==> config.mk <==
export PLATFORM = sky130hd
export DESIGN_NAME = stage_mem_writer
export DESIGN_NICKNAME = d
export VERILOG_FILES = /design/src/rtl/stage_mem_writer_pkg.sv /design/src/rtl/stage_mem_writer.sv
export SDC_FILE = /design/constraint.sdc
export NUM_CORES = 1
export LEC_CHECK = 0
export ABC_AREA = 0
export ABC_CLOCK_PERIOD_IN_PS = 10000
export CAP_MARGIN = 20
export CORE_MARGIN = 1
export CORE_UTILIZATION = 40
export CTS_CLUSTER_DIAMETER = 60
export CTS_CLUSTER_SIZE = 25
export DETAILED_ROUTE_END_ITERATION = 7
export PLACE_DENSITY = 0.75
export SLEW_MARGIN = 20
export SYNTH_ARGS = -nofsm -noshare
export SYNTH_HDL_FRONTEND = slang
export SYNTH_SLANG_ARGS = --single-unit
==> constraint.sdc <==
create_clock -name clk -period 10 [get_ports clk]
set_clock_uncertainty 0.2 [all_clocks]
set_input_delay 2 -clock clk [delete_from_list [all_inputs] [get_ports clk]]
set_output_delay 2 -clock clk [all_outputs]
set_load 0.02 [all_outputs]
==> src/rtl/stage_mem_writer_pkg.sv <==
// rtl/stage_mem_writer_pkg.sv - shared op, state and response-width definitions
// Purpose: lookup package imported by stage_mem_writer.
// Contents: op_e command encodings, state_e controller states, RSP_STAGE_W.
package stage_mem_writer_pkg;

  typedef enum logic [1:0] {
    OP_WRITE = 2'd0,
    OP_FILL  = 2'd1,
    OP_READ  = 2'd2,
    OP_RSVD  = 2'd3
  } op_e;

  typedef enum logic [2:0] {
    S_IDLE    = 3'd0,
    S_WRITE   = 3'd1,
    S_FILL    = 3'd2,
    S_RD_ADDR = 3'd3,
    S_RD_WAIT = 3'd4,
    S_RSP     = 3'd5
  } state_e;

  // Width of the stage tag carried in every response.
  localparam int RSP_STAGE_W = 8;

endpackage

==> src/rtl/stage_mem_writer.sv <==
// rtl/stage_mem_writer.sv - command-driven writer/reader for one stage RAM port
// Purpose: accepts WRITE / FILL / READ commands, drives one port of a dual-port
//   RAM with 1-cycle read latency, and returns one response per command.
// Ports:
//   clk, rst                      clock, asynchronous active-high reset
//   cmd_valid/cmd_ready           command handshake (ready only when idle)
//   cmd_op, cmd_addr, cmd_len,
//   cmd_data                      command fields, captured at acceptance
//   mem_wr, mem_addr, mem_din     RAM port controls
//   mem_dout                      RAM read data (valid one cycle after address)
//   rsp_valid/rsp_ready           response handshake
//   rsp_data, rsp_err, rsp_stage  response payload, held until accepted
//   busy                          high whenever not idle
//   wr_count                      RAM words written since reset (wraps)
import stage_mem_writer_pkg::*;

module stage_mem_writer #(
  parameter int STAGE_ID = 0,
  parameter int DATA     = 72,
  parameter int ADDR     = 10
) (
  input  logic                   clk,
  input  logic                   rst,
  input  logic                   cmd_valid,
  output logic                   cmd_ready,
  input  logic [1:0]             cmd_op,
  input  logic [ADDR-1:0]        cmd_addr,
  input  logic [ADDR:0]          cmd_len,
  input  logic [DATA-1:0]        cmd_data,
  output logic                   mem_wr,
  output logic [ADDR-1:0]        mem_addr,
  output logic [DATA-1:0]        mem_din,
  input  logic [DATA-1:0]        mem_dout,
  output logic                   rsp_valid,
  input  logic                   rsp_ready,
  output logic [DATA-1:0]        rsp_data,
  output logic                   rsp_err,
  output logic [RSP_STAGE_W-1:0] rsp_stage,
  output logic                   busy,
  output logic [31:0]            wr_count
);

  // Largest legal FILL length is the full address space, 2**ADDR words.
  localparam logic [ADDR:0]            MAX_LEN   = {1'b1, {ADDR{1'b0}}};
  localparam logic [RSP_STAGE_W-1:0]   STAGE_TAG = RSP_STAGE_W'(STAGE_ID);

  state_e          state_q, state_d;
  logic [ADDR-1:0] addr_q, addr_d;
  logic [ADDR:0]   len_q, len_d;
  logic [DATA-1:0] data_q, data_d;
  logic [DATA-1:0] rsp_data_q, rsp_data_d;
  logic            rsp_err_q, rsp_err_d;
  logic [31:0]     wr_count_q, wr_count_d;

  always_comb begin
    state_d    = state_q;
    addr_d     = addr_q;
    len_d      = len_q;
    data_d     = data_q;
    rsp_data_d = rsp_data_q;
    rsp_err_d  = rsp_err_q;
    mem_wr     = 1'b0;
    mem_addr   = '0;
    mem_din    = '0;

    case (state_q)
      S_IDLE: begin
        if (cmd_valid) begin
          addr_d     = cmd_addr;
          len_d      = cmd_len;
          data_d     = cmd_data;
          rsp_data_d = '0;
          rsp_err_d  = 1'b0;
          case (cmd_op)
            OP_WRITE: state_d = S_WRITE;
            OP_FILL: begin
              if (cmd_len > MAX_LEN) begin
                rsp_err_d = 1'b1;
                state_d   = S_RSP;
              end else if (cmd_len == '0) begin
                state_d = S_RSP;
              end else begin
                state_d = S_FILL;
              end
            end
            OP_READ: state_d = S_RD_ADDR;
            default: begin
              rsp_err_d = 1'b1;
              state_d   = S_RSP;
            end
          endcase
        end
      end
      S_WRITE: begin
        mem_wr   = 1'b1;
        mem_addr = addr_q;
        mem_din  = data_q;
        state_d  = S_RSP;
      end
      S_FILL: begin
        mem_wr   = 1'b1;
        mem_addr = addr_q;
        mem_din  = data_q;
        // Address wraps naturally at ADDR bits; len_q counts words remaining.
        addr_d   = addr_q + 1'b1;
        len_d    = len_q - 1'b1;
        if (len_q == {{ADDR{1'b0}}, 1'b1}) begin
          state_d = S_RSP;
        end
      end
      S_RD_ADDR: begin
        mem_addr = addr_q;
        state_d  = S_RD_WAIT;
      end
      S_RD_WAIT: begin
        // RAM output now reflects the address presented last cycle.
        rsp_data_d = mem_dout;
        state_d    = S_RSP;
      end
      S_RSP: begin
        if (rsp_ready) begin
          state_d = S_IDLE;
        end
      end
      default: state_d = S_IDLE;
    endcase

    wr_count_d = wr_count_q + {31'd0, mem_wr};
  end

  always_ff @(posedge clk or posedge rst) begin
    if (rst) begin
      state_q    <= S_IDLE;
      addr_q     <= '0;
      len_q      <= '0;
      data_q     <= '0;
      rsp_data_q <= '0;
      rsp_err_q  <= 1'b0;
      wr_count_q <= '0;
    end else begin
      state_q    <= state_d;
      addr_q     <= addr_d;
      len_q      <= len_d;
      data_q     <= data_d;
      rsp_data_q <= rsp_data_d;
      rsp_err_q  <= rsp_err_d;
      wr_count_q <= wr_count_d;
    end
  end

  assign cmd_ready = (state_q == S_IDLE);
  assign busy      = (state_q != S_IDLE);
  assign rsp_valid = (state_q == S_RSP);
  assign rsp_data  = rsp_data_q;
  assign rsp_err   = rsp_err_q;
  assign rsp_stage = STAGE_TAG;
  assign wr_count  = wr_count_q;

endmodule
==> results by group, run 1 <==
Outcome
  – Status: finished clean

Timing
  – Setup violators final: 0
  – Worst slew pin tran: roughly 1 ns
  – Unrepaired setup endpoints after global routing: no
  – Setup TNS Final: 0 ns
  – Endpoints failing hold: 0
  – Clock period minus worst slack: between 5 and 6 ns
  – Final Cycle Share: 0.5179
  – Fmax: between 0.15 and 0.2 GHz
  – Max-slew violations: 0
  – Rel. slew slack: 0.3350

Place
  – DP HPWL: 18.33 mm
  – GPL Wtd Cong: 0.8260
  – IO buf count: 361
  – Placed cells: 1598

Global route
  – Largest net degree at the start of global routing: 126
  – Number of global-route vias before repair: roughly 7700
  – GRT Overall Usage: 0.2203
  – Total congestion overflow: 0
  – Antenna violations before repair: 0
  – First-pass GRT wire length: 39.69 mm

Pwr
  – VDD IR-drop max: 192.9 uV
  – Pleak: 6.109 nW
  – Pwr per Cell Area: 267.3 nW/um^2

Floorplanning
  – I/O pin count: 370
  – Die Y: around 150 um
  – Die ar.: roughly 23000 sq um
  – Core box area: 21890 sq um
  – Die X: 151.8 um
  – Row count: 54
  – Starting Density: 0.4099

Layout
  – Layout cells sized above 1: 0.03202
  – Final Instance Count excl. Fillers: 1623
  – Layout area overhead: 47.43%
  – Ant diodes: 0
  – Nets@finish: approximately 1500
  – Final core utilization: 0.6043
  – Sequential Area: just over 5000 sq um
  – Multi-input gate area: 3654 sq um
  – FILL cells: 1886

Synthesis
  – Post-Synthesis Cell Area: approximately 9000 sq um
  – Synth Register Bits: 201
  – Post-synth EDFFs: 0
  – Synth cell types: 45
  – YS warnings: 0
  – Sequential-to-total area share from yosys stat: 0.5606
  – Synth Flop Type: dfrtp_1
  – FFs w/ async S/R, synth: 1.000
  – Gate Count Post-Synth: 1010
  – Synth Area per Inst: slightly below 9 sq um

CTS
  – Setup Buffers After CTS: 0
  – CTS resizes: 0
  – Hold Buf Count CTS: 0
  – Maximum clock path buffer count: 3
  – Clock Tree Root: clkbuf_16
  – CTS tree: done
  – Clk Latency, worst-skew pair: 0.47 ns
  – Num CTS Buffers: 15
  – Clk slew on worst S/H paths: about 0.080 ns
  – CTS sink cnt: 201
  – H-tree level count: 1

Critical path
  – Critical path fanouts, max: 49
  – CP Class: flip-flop to primary output
  – Critical Path AT: 2.98 ns
  – Critical Path Start Type: flip-flop
  – CP endpoint kind: primary output
  – Required @ worst endpoint: 7.80 ns

Worst hold path
  – Worst hold path class: flip-flop to flip-flop

Drt
  – Drt wl/cell: ~16 um
  – Iter 0 DRT Violations: 344
  – DRC: 0
  – Via/cell ratio: 4.934
  – Final wirelength: 26.27 mm
  – Drt pass-1 iters: 5
  – Vias: 8008
  – Post-route ant nets: 0

Job
  – Max_cap viols: 0
## final cells by class
class                           instances  area share
Multi-Input combinational cell        740      0.2762
Clock inverter                          9    0.007851
Tap cell                              280     0.02649
Sequential cell                       201      0.3802
Timing Repair Buffer                  367      0.2771
Inverter                               10    0.003405
Clock buffer                           16     0.02866
## metrics by stage
stage                     worst slack (ns)  hold slack, ns  instance area, sq um  power (mW)
after floorplan                      2.318          0.2374                  8999       2.211
after global placement               5.073          0.2492                 12740       2.909
after detailed placement             5.120          0.2538                 12740       2.950
after CTS                            4.724          0.2728                 13220       3.573
after global routing                 4.587          0.2924                 13230       3.772
final                                4.821          0.2685                 13230       3.535
## worst paths after layout
path | startpoint | end | slack (ns) | cells past startpoint
min in group asynchronous | rst | data_q[55]$_DFFE_PP0P_ | 1.83 | 2
worst min register to register | data_q[67]$_DFFE_PP0P_ | data_q[67]$_DFFE_PP0P_ | 0.27 | 2
worst min-delay path | data_q[67]$_DFFE_PP0P_ | data_q[67]$_DFFE_PP0P_ | 0.27 | 2
worst max-delay path | state_q[0]$_DFFE_PP0P_ | mem_din[69] | 4.82 | 5
max in group asynchronous | rst | data_q[57]$_DFFE_PP0P_ | 6.38 | 3
worst max register to register | state_q[0]$_DFFE_PP0P_ | wr_count[30]$_DFF_PP0_ | 6.65 | 8
## cells in the final DEF (no fill, tap or decap), drive strengths merged, types with 5 or more instances in the layout
| cell | count |
|---|---|
| buf | 6 |
| a21oi | 14 |
| and2 | 86 |
| nor2 | 22 |
| nand2 | 382 |
| xor2 | 7 |
| and3 | 7 |
| o21ai | 10 |
| dfrtp | 201 |
| inv | 14 |
| nor4 | 9 |
| xnor2 | 24 |
| or4 | 5 |
| conb | 8 |
| clkbuf | 16 |
| ha | 5 |
| nor3 | 13 |
| nand4 | 12 |
| clkdlybuf4s50 | 361 |
| nand3 | 96 |
## cell usage after synthesis, types with 3 or more instances
master    number  area, sq um
a211oi_1       4        30.03
a21oi_1       14        70.07
a311oi_1       4        35.03
and2_1        86        538.0
and3_1         7        43.79
buf_2         11        55.05
buf_4          9        67.56
clkbuf_1      46        172.7
dfrtp_1      201         5030
ha_1           5        62.56
inv_1         10        37.54
mux2i_1        3        30.03
nand2_1      382         1434
nand2b_1       3        18.77
nand3_1       96        480.5
nand4_1       12        75.07
nor2_1        22        82.58
nor3_1        13        65.06
nor4_1         8        50.05
o211ai_1       4        30.03
o21ai_0       10        50.05
o22ai_1        3        18.77
o311ai_0       3        26.28
or4_1          4        30.03
xnor2_1       24        210.2
xor2_1         7        61.31
## sequential cells by signal, summed over array words and instances, names as in the netlist
name,flops
rsp_data,72
addr_q,10
rsp_err,1
state_q,3
wr_count,32
len_q,11
data_q,72
## layer usage
metal  share of wire  wire length, um  GRT usage
met5               0                0          0
met4           0.022              566    0.05297
met3           0.096             2516    0.07006
met2            0.49            12930     0.3809
met1            0.39            10260     0.2650
## power breakdown
| part | switching (mW) | internal, mW |
|---|---|---|
| clock | 0.318 | 0.293 |
| sequential | 0.217 | 1.14 |
| combinational | 0.870 | 0.697 |
## critical path, cell delays in order, from the launching register on
cell and delay (ns):
dfrtp_1 0.57, xnor2_1 0.16, nor2_4 0.50, buf_4 0.46, and2_1 0.19, clkdlybuf4s50_1 0.63
## kinds of logic (layout without fill, tap and decap cells)
kind of cell / Yosys count / after routing / synth area share
muxes: 4 / 4 / 0.004602
xor gates and xnor gates: 31 / 31 / 0.03026
DFF: 201 / 201 / 0.5606
and+or+nand+nor: 641 / 641 / 0.3223
other: 1 / 8 / 0.0004180
AOI/OAI and AO/OA: 51 / 51 / 0.03779
adders and majority gates: 5 / 5 / 0.006973
buffers and inverters: 76 / 402 / 0.03709
(Power assumes the default switching activity.)
==> inputs of run 2 (changes only) <==
--- a/config.mk
+++ b/config.mk
@@ -6,7 +6,7 @@
 export NUM_CORES = 1
 export LEC_CHECK = 0
 export ABC_AREA = 0
-export ABC_CLOCK_PERIOD_IN_PS = 10000
+export ABC_CLOCK_PERIOD_IN_PS = 4800
 export CAP_MARGIN = 20
 export CORE_MARGIN = 1
 export CORE_UTILIZATION = 40
==> constraint.sdc (replaced) <==
create_clock -name clk -period 4.8 [get_ports clk]
set_clock_uncertainty 0.2 [all_clocks]
set_input_delay 0.96 -clock clk [delete_from_list [all_inputs] [get_ports clk]]
set_output_delay 0.96 -clock clk [all_outputs]
set_load 0.02 [all_outputs]
==> run 2 against run 1 <==
Net effect: clock power rose by 150%; via count is 0.94% higher; largest power group unchanged; register-to-register slack lost 5.1 ns; highest routed layer unchanged; cell count is 0.68% higher; setup slack got worse by 4.1 ns; critical endpoint is now mem_din[0]; first-iteration DRC count up 5.8%; wire length increased by 1.0%.
==> results by group, run 2 (synthesized netlist as in run 1, its figures left out) <==
Critical path
  – Worst r2r src: state_q[0]$_DFFE_PP0P_ (unchanged)
  – FF-to-FF setup slack: 1.54 ns (was 6.65 ns)
  – Critical path fanouts, max: 50 (was 49)
  – Critical Path Start Type: flip-flop (unchanged)
  – Capture point of the worst reg-to-reg path: wr_count[30]$_DFF_PP0_ (unchanged)
  – CP endpoint kind: primary output (unchanged)
  – Reg2Reg Depth: 8 (unchanged)
  – Critical Path AT: 2.90 ns (was 2.98 ns)
  – CP Class: flip-flop to primary output (unchanged)
  – Required @ worst endpoint: 3.64 ns (was 7.80 ns)

Drt
  – Drt pass-1 iters: 8 (was 5)
  – DRC: 0 (unchanged)
  – Via/cell ratio: 4.947 (was 4.934)
  – Final wirelength: 26.55 mm (was 26.27 mm)
  – Drt wl/cell: 16.25 um (was 16.19 um)
  – Post-route ant nets: 0 (unchanged)
  – Iter 0 DRT Violations: 364 (was 344)
  – Vias: 8083 (was 8008)

CTS
  – Clk slew on worst S/H paths: 0.07 ns (was 0.08 ns)
  – Setup Buffers After CTS: 0 (unchanged)
  – CTS tree: done (unchanged)
  – Hold Buf Count CTS: 0 (unchanged)
  – CTS resizes: 0 (unchanged)
  – H-tree level count: 1 (unchanged)
  – Maximum clock path buffer count: 3 (unchanged)
  – CTS sink cnt: 201 (unchanged)
  – Clock Tree Root: clkbuf_16 (unchanged)
  – Clk Latency, worst-skew pair: 0.50 ns (was 0.47 ns)
  – Num CTS Buffers: 18 (was 15)

Layout
  – Sequential Area: 5030 sq um (unchanged)
  – Layout cells sized above 1: 0.03991 (was 0.03202)
  – Non-Filler Cell Area, Final: 13400 sq um (was 13230 sq um)
  – Nets@finish: 1518 (was 1511)
  – FILL cells: 1860 (was 1886)
  – Layout area overhead: 49.35% (was 47.43%)
  – Multi-input gate area: 3654 sq um (unchanged)
  – Commonest non-fill, non-tap cells in the layout: nand2_1, clkdlybuf4s50_1, dfrtp_1 (unchanged)
  – Most common cell after layout, fill and taps aside: nand2_1 (unchanged)

Floorplanning
  – Die X: 151.8 um (unchanged)
  – I/O pin count: 370 (unchanged)
  – Core box area: 21890 sq um (unchanged)
  – Row count: 54 (unchanged)
  – Starting Density: 0.4099 (unchanged)
  – Die ar.: 23030 sq um (unchanged)
  – Die Y: 151.8 um (unchanged)

Timing
  – Max-slew violations: 0 (unchanged)
  – Final Cycle Share: 0.8453
  – Rel. slew slack: 0.3749 (was 0.3350)
  – Setup violators final: 0 (unchanged)
  – Fmax: 0.2465 GHz
  – Unrepaired setup endpoints after global routing: no (unchanged)
  – Endpoints failing hold: 0 (unchanged)
  – Worst slew pin tran: 0.9377 ns (was 0.9976 ns)
  – Clock period minus worst slack: just over 4 ns
  – Setup TNS Final: 0 ns (unchanged)
  – Final hold slack: 0.2658 ns (was 0.2685 ns)

Global route
  – Number of global-route vias before repair: 7696 (was 7674)
  – Largest net degree at the start of global routing: 111 (was 126)
  – GRT Overall Usage: 0.2249 (was 0.2203)
  – Total congestion overflow: 0 (unchanged)
  – Antenna violations before repair: 1 (was 0)
  – First-pass GRT wire length: 40.46 mm (was 39.69 mm)

Worst hold path
  – WHS Path Cells: 2 (unchanged)
  – HP Start: data_q[67]$_DFFE_PP0P_ (unchanged)
  – Worst hold path class: flip-flop to flip-flop (unchanged)
  – Hold Path End: data_q[67]$_DFFE_PP0P_ (unchanged)

Place
  – IO buf count: 361 (unchanged)
  – Placed cell areas: 12790 sq um (was 12740 sq um)
  – GPL Wtd Cong: 0.8232 (was 0.8260)
  – DP HPWL: 18.71 mm (was 18.33 mm)

Pwr
  – Final Power: 7.595 mW (was 3.535 mW)
  – VDD IR-drop max: 382.1 uV (was 192.9 uV)
  – Pleak: 6.195 nW (was 6.109 nW)
  – Pwr per Cell Area: 566.7 nW/um^2 (was 267.3 nW/um^2)

Job
  – Max_cap viols: 0 (unchanged)

Outcome
  – Status: finished clean (unchanged)
run 2: where the power goes:
part           switching [mW]  internal, mW
registers               0.449          2.38
clock network           0.717         0.779
logic                    1.81          1.46
total                    2.98          4.62
run 2: metrics by stage:
stage	util	worst slack [ns]	cells
3_5_place_dp	0.5842	1.240	1602
3_3_place_gp	0.5842	1.334	1602
4_1_cts	0.6120	0.6973	1633
2_1_floorplan	-	1.038	1017
5_1_grt	0.6121	0.5324	1634
6_report	0.6121	0.7425	1634
run 2: worst max path at each step:
stage,endpoint,startpoint,cells after the start
floorplan,addr_q[0]$_DFFE_PP0P_,rst,1
global placement,mem_din[36],state_q[0]$_DFFE_PP0P_,5
detailed placement,mem_din[0],state_q[0]$_DFFE_PP0P_,5
CTS,mem_din[0],state_q[0]$_DFFE_PP0P_,5
global route,mem_din[29],state_q[0]$_DFFE_PP0P_,5
finish,mem_din[0],state_q[0]$_DFFE_PP0P_,5
run 2: area by class of cell:
type / instances / share of cell area
inverter: 10 / 0.003081
clock inverter: 13 / 0.01186
clock buffer: 18 / 0.03361
antenna: 1 / 0.0001867
sequential: 201 / 0.3753
multi-input combinational: 740 / 0.2726
tap: 280 / 0.02614
timing repair buffer: 371 / 0.2771
run 2: worst max-delay path, stage by stage (launching register included):
cell and delay (ns):
dfrtp_1 0.50, xnor2_1 0.21, nor2_4 0.40, buf_4 0.45, and2_1 0.21, clkdlybuf4s50_1 0.62
run 2: layer usage:
| layer | share of wire | track usage | vias to the layer above |
|---|---|---|---|
| met4 | 0.024 | 0.06733 | 0 |
| li1 | - | - | 3926 |
| met3 | 0.097 | 0.06796 | 42 |
| met2 | 0.47 | 0.3730 | 316 |
| met5 | 0 | 0 | - |
| met1 | 0.41 | 0.2813 | 3799 |
==> inputs of run 3 (changes only) <==
--- a/config.mk
+++ b/config.mk
@@ -6,14 +6,14 @@
 export NUM_CORES = 1
 export LEC_CHECK = 0
 export ABC_AREA = 0
-export ABC_CLOCK_PERIOD_IN_PS = 4800
+export ABC_CLOCK_PERIOD_IN_PS = 3500
 export CAP_MARGIN = 20
 export CORE_MARGIN = 1
-export CORE_UTILIZATION = 40
+export CORE_UTILIZATION = 39
 export CTS_CLUSTER_DIAMETER = 60
 export CTS_CLUSTER_SIZE = 25
 export DETAILED_ROUTE_END_ITERATION = 7
-export PLACE_DENSITY = 0.75
+export PLACE_DENSITY = 0.77
 export SLEW_MARGIN = 20
 export SYNTH_ARGS = -nofsm -noshare
 export SYNTH_HDL_FRONTEND = slang
==> constraint.sdc (replaced) <==
create_clock -name clk -period 3.5 [get_ports clk]
set_clock_uncertainty 0.2 [all_clocks]
set_input_delay 0.7 -clock clk [delete_from_list [all_inputs] [get_ports clk]]
set_output_delay 0.7 -clock clk [all_outputs]
set_load 0.02 [all_outputs]
==> run 3 against run 2 <==
Net effect: sequential share of layout area down 0.26 points; clock power up 36%; combinational power up 39%; core utilization down 1.4 points; sequential power up 37%; wire length down 0.40%; first-iteration DRC count up 31%; cell area up 0.75%; power up 38%; highest routed layer is now met5.
==> results by group, run 3 (synthesized netlist as in run 1, its figures left out) <==
Critical path
  – CP Class: flip-flop to primary output (unchanged)
  – CP endpoint kind: primary output (unchanged)
  – Critical path fanouts, max: 48 (was 50)
  – Critical Path Start Type: flip-flop (unchanged)
  – Reg2Reg Depth: 8 (unchanged)
  – Critical Path AT: 2.46 ns (was 2.90 ns)
  – Required @ worst endpoint: 2.60 ns (was 3.64 ns)

Drt
  – Via/cell ratio: 4.977 (was 4.947)
  – Iter 0 DRT Violations: 476 (was 364)
  – Drt wl/cell: 16.08 um (was 16.25 um)
  – DRC: 0 (unchanged)
  – Final wirelength: 26.44 mm (was 26.55 mm)
  – Drt pass-1 iters: 5 (was 8)
  – Vias: 8183 (was 8083)
  – Post-route ant nets: 0 (unchanged)

Global route
  – Total congestion overflow: 0 (unchanged)
  – Largest net degree at the start of global routing: 81 (was 111)
  – Antenna violations before repair: 4 (was 1)
  – GRT Overall Usage: 0.2231 (was 0.2249)
  – First-pass GRT wire length: 42.53 mm (was 40.46 mm)
  – Number of global-route vias before repair: 8153 (was 7696)

Layout
  – Ant diodes: 0 (was 1)
  – Layout area overhead: 50.47% (was 49.35%)
  – Sequential Area: 5032 sq um (was 5030 sq um)
  – Nets@finish: 1524 (was 1518)
  – Non-Filler Cell Area, Final: 13500 sq um (was 13400 sq um)
  – Most common cell after layout, fill and taps aside: nand2_1 (unchanged)
  – FILL cells: 1909 (was 1860)
  – Commonest non-fill, non-tap cells in the layout: nand2_1, clkdlybuf4s50_1, dfrtp_1 (unchanged)
  – Layout cells sized above 1: 0.04489 (was 0.03991)
  – Final core utilization: 0.5981 (was 0.6121)
  – Multi-input gate area: 3654 sq um (unchanged)

Floorplanning
  – Core box area: 22570 sq um (was 21890 sq um)
  – Die X: 153.7 um (was 151.8 um)
  – Row count: 55 (was 54)
  – Die Y: 153.7 um (was 151.8 um)
  – I/O pin count: 370 (unchanged)
  – Die ar.: 23620 sq um (was 23030 sq um)
  – Starting Density: 0.3975 (was 0.4099)

Job
  – Max_cap viols: 0 (unchanged)

Place
  – GPL Wtd Cong: 0.8410 (was 0.8232)
  – DP HPWL: 19.02 mm (was 18.71 mm)
  – Placed cell areas: 12880 sq um (was 12790 sq um)
  – IO buf count: 361 (unchanged)

CTS
  – Clock Tree Root: clkbuf_16 (unchanged)
  – Num CTS Buffers: 18 (unchanged)
  – Clk Latency, worst-skew pair: 0.50 ns (about the same)
  – H-tree level count: 1 (unchanged)
  – CTS sink cnt: 201 (unchanged)
  – CTS tree: done (unchanged)
  – Clk slew on worst S/H paths: 0.08 ns (was 0.07 ns)
  – Maximum clock path buffer count: 3 (unchanged)

Timing
  – Clock period minus worst slack: approximately 3.4 ns
  – Fmax: 0.2981 GHz
  – Max-slew violations: 0 (unchanged)
  – Unrepaired setup endpoints after global routing: no (unchanged)
  – Final Cycle Share: 0.9586
  – Final hold slack: 0.2671 ns (was 0.2658 ns)
  – Worst slew pin tran: 0.7855 ns (was 0.9377 ns)
  – Setup violators final: 0 (unchanged)
  – Rel. slew slack: 0.4763 (was 0.3749)
  – Endpoints failing hold: 0 (unchanged)

Worst hold path
  – Worst hold path class: flip-flop to flip-flop (unchanged)
  – WHS Path Cells: 2 (unchanged)

Pwr
  – Pleak: 6.229 nW (was 6.195 nW)
  – VDD IR-drop max: 480.7 uV (was 382.1 uV)
  – Pwr per Cell Area: 775.5 nW/um^2 (was 566.7 nW/um^2)

Outcome
  – Status: finished clean (unchanged)
-- run 3: path summary, 6_finish.rpt --
path                                            end              startpoint  slack [ns]
hold reg to reg              data_q[62]$_DFFE_PP0P_  data_q[62]$_DFFE_PP0P_        0.27
hold / removal               data_q[62]$_DFFE_PP0P_  data_q[62]$_DFFE_PP0P_        0.27
setup reg to reg             wr_count[26]$_DFF_PP0_  state_q[0]$_DFFE_PP0P_        0.55
min in group asynchronous    data_q[38]$_DFFE_PP0P_                     rst        0.31
setup / recovery                        mem_din[38]  state_q[0]$_DFFE_PP0P_        0.14
max in group asynchronous  rsp_data[44]$_DFFE_PP0P_                     rst        2.09
-- run 3: critical path, cell delays in order (launching register included) --
cell and delay, ns:
dfrtp_2 0.49, xnor2_1 0.19, nor2_4 0.21, buf_12 0.23, and2_1 0.21, clkdlybuf4s50_1 0.62
-- run 3: power breakdown --
part / leakage [nW] / internal, mW / total, mW / switching (mW)
registers: 2.53 / 3.26 / 3.87 / 0.607
logic: 3.41 / 2.05 / 4.56 / 2.51
clock network: 0.287 / 1.03 / 2.04 / 1.02
total: 6.23 / 6.34 / 10.5 / 4.13
-- run 3: area by class of cell --
class / instances / share of cell area
Timing Repair Buffer: 377 / 0.2821
Inverter: 10 / 0.003058
Clock buffer: 19 / 0.03364
Multi-Input combinational cell: 740 / 0.2706
Sequential cell: 201 / 0.3728
Tap cell: 285 / 0.02641
Clock inverter: 12 / 0.01140
-- run 3: timing repair --
item                       4_1_cts  5_1_grt
setup endpoints to repair        1       14
pin swaps                        1        0
setup buffers                    1        0
gates resized for setup          1        1
hold buffers                     0        0
-- run 3: routing by layer --
layer  vias up  global-route usage  wire, um
met5         -                   0        48
met4         8             0.05667       578
met3        54             0.07356      2540
met2       331              0.3937     13120
met1      3847              0.2598     10150
li1       3943                   -         -
-- run 3: metrics by stage --
stage | instances | worst slack (ns) | power [mW] | setup TNS (ns)
5_1_grt | 1644 | 0.02498 | 11.16 | 0
4_1_cts | 1644 | 0.04742 | 10.59 | 0
3_5_place_dp | 1612 | 0.4423 | 8.494 | 0
3_3_place_gp | 1612 | 0.4741 | 8.376 | 0
6_report | 1644 | 0.1449 | 10.47 | 0
2_1_floorplan | 1017 | -0.002321 | 6.319 | -0.4666
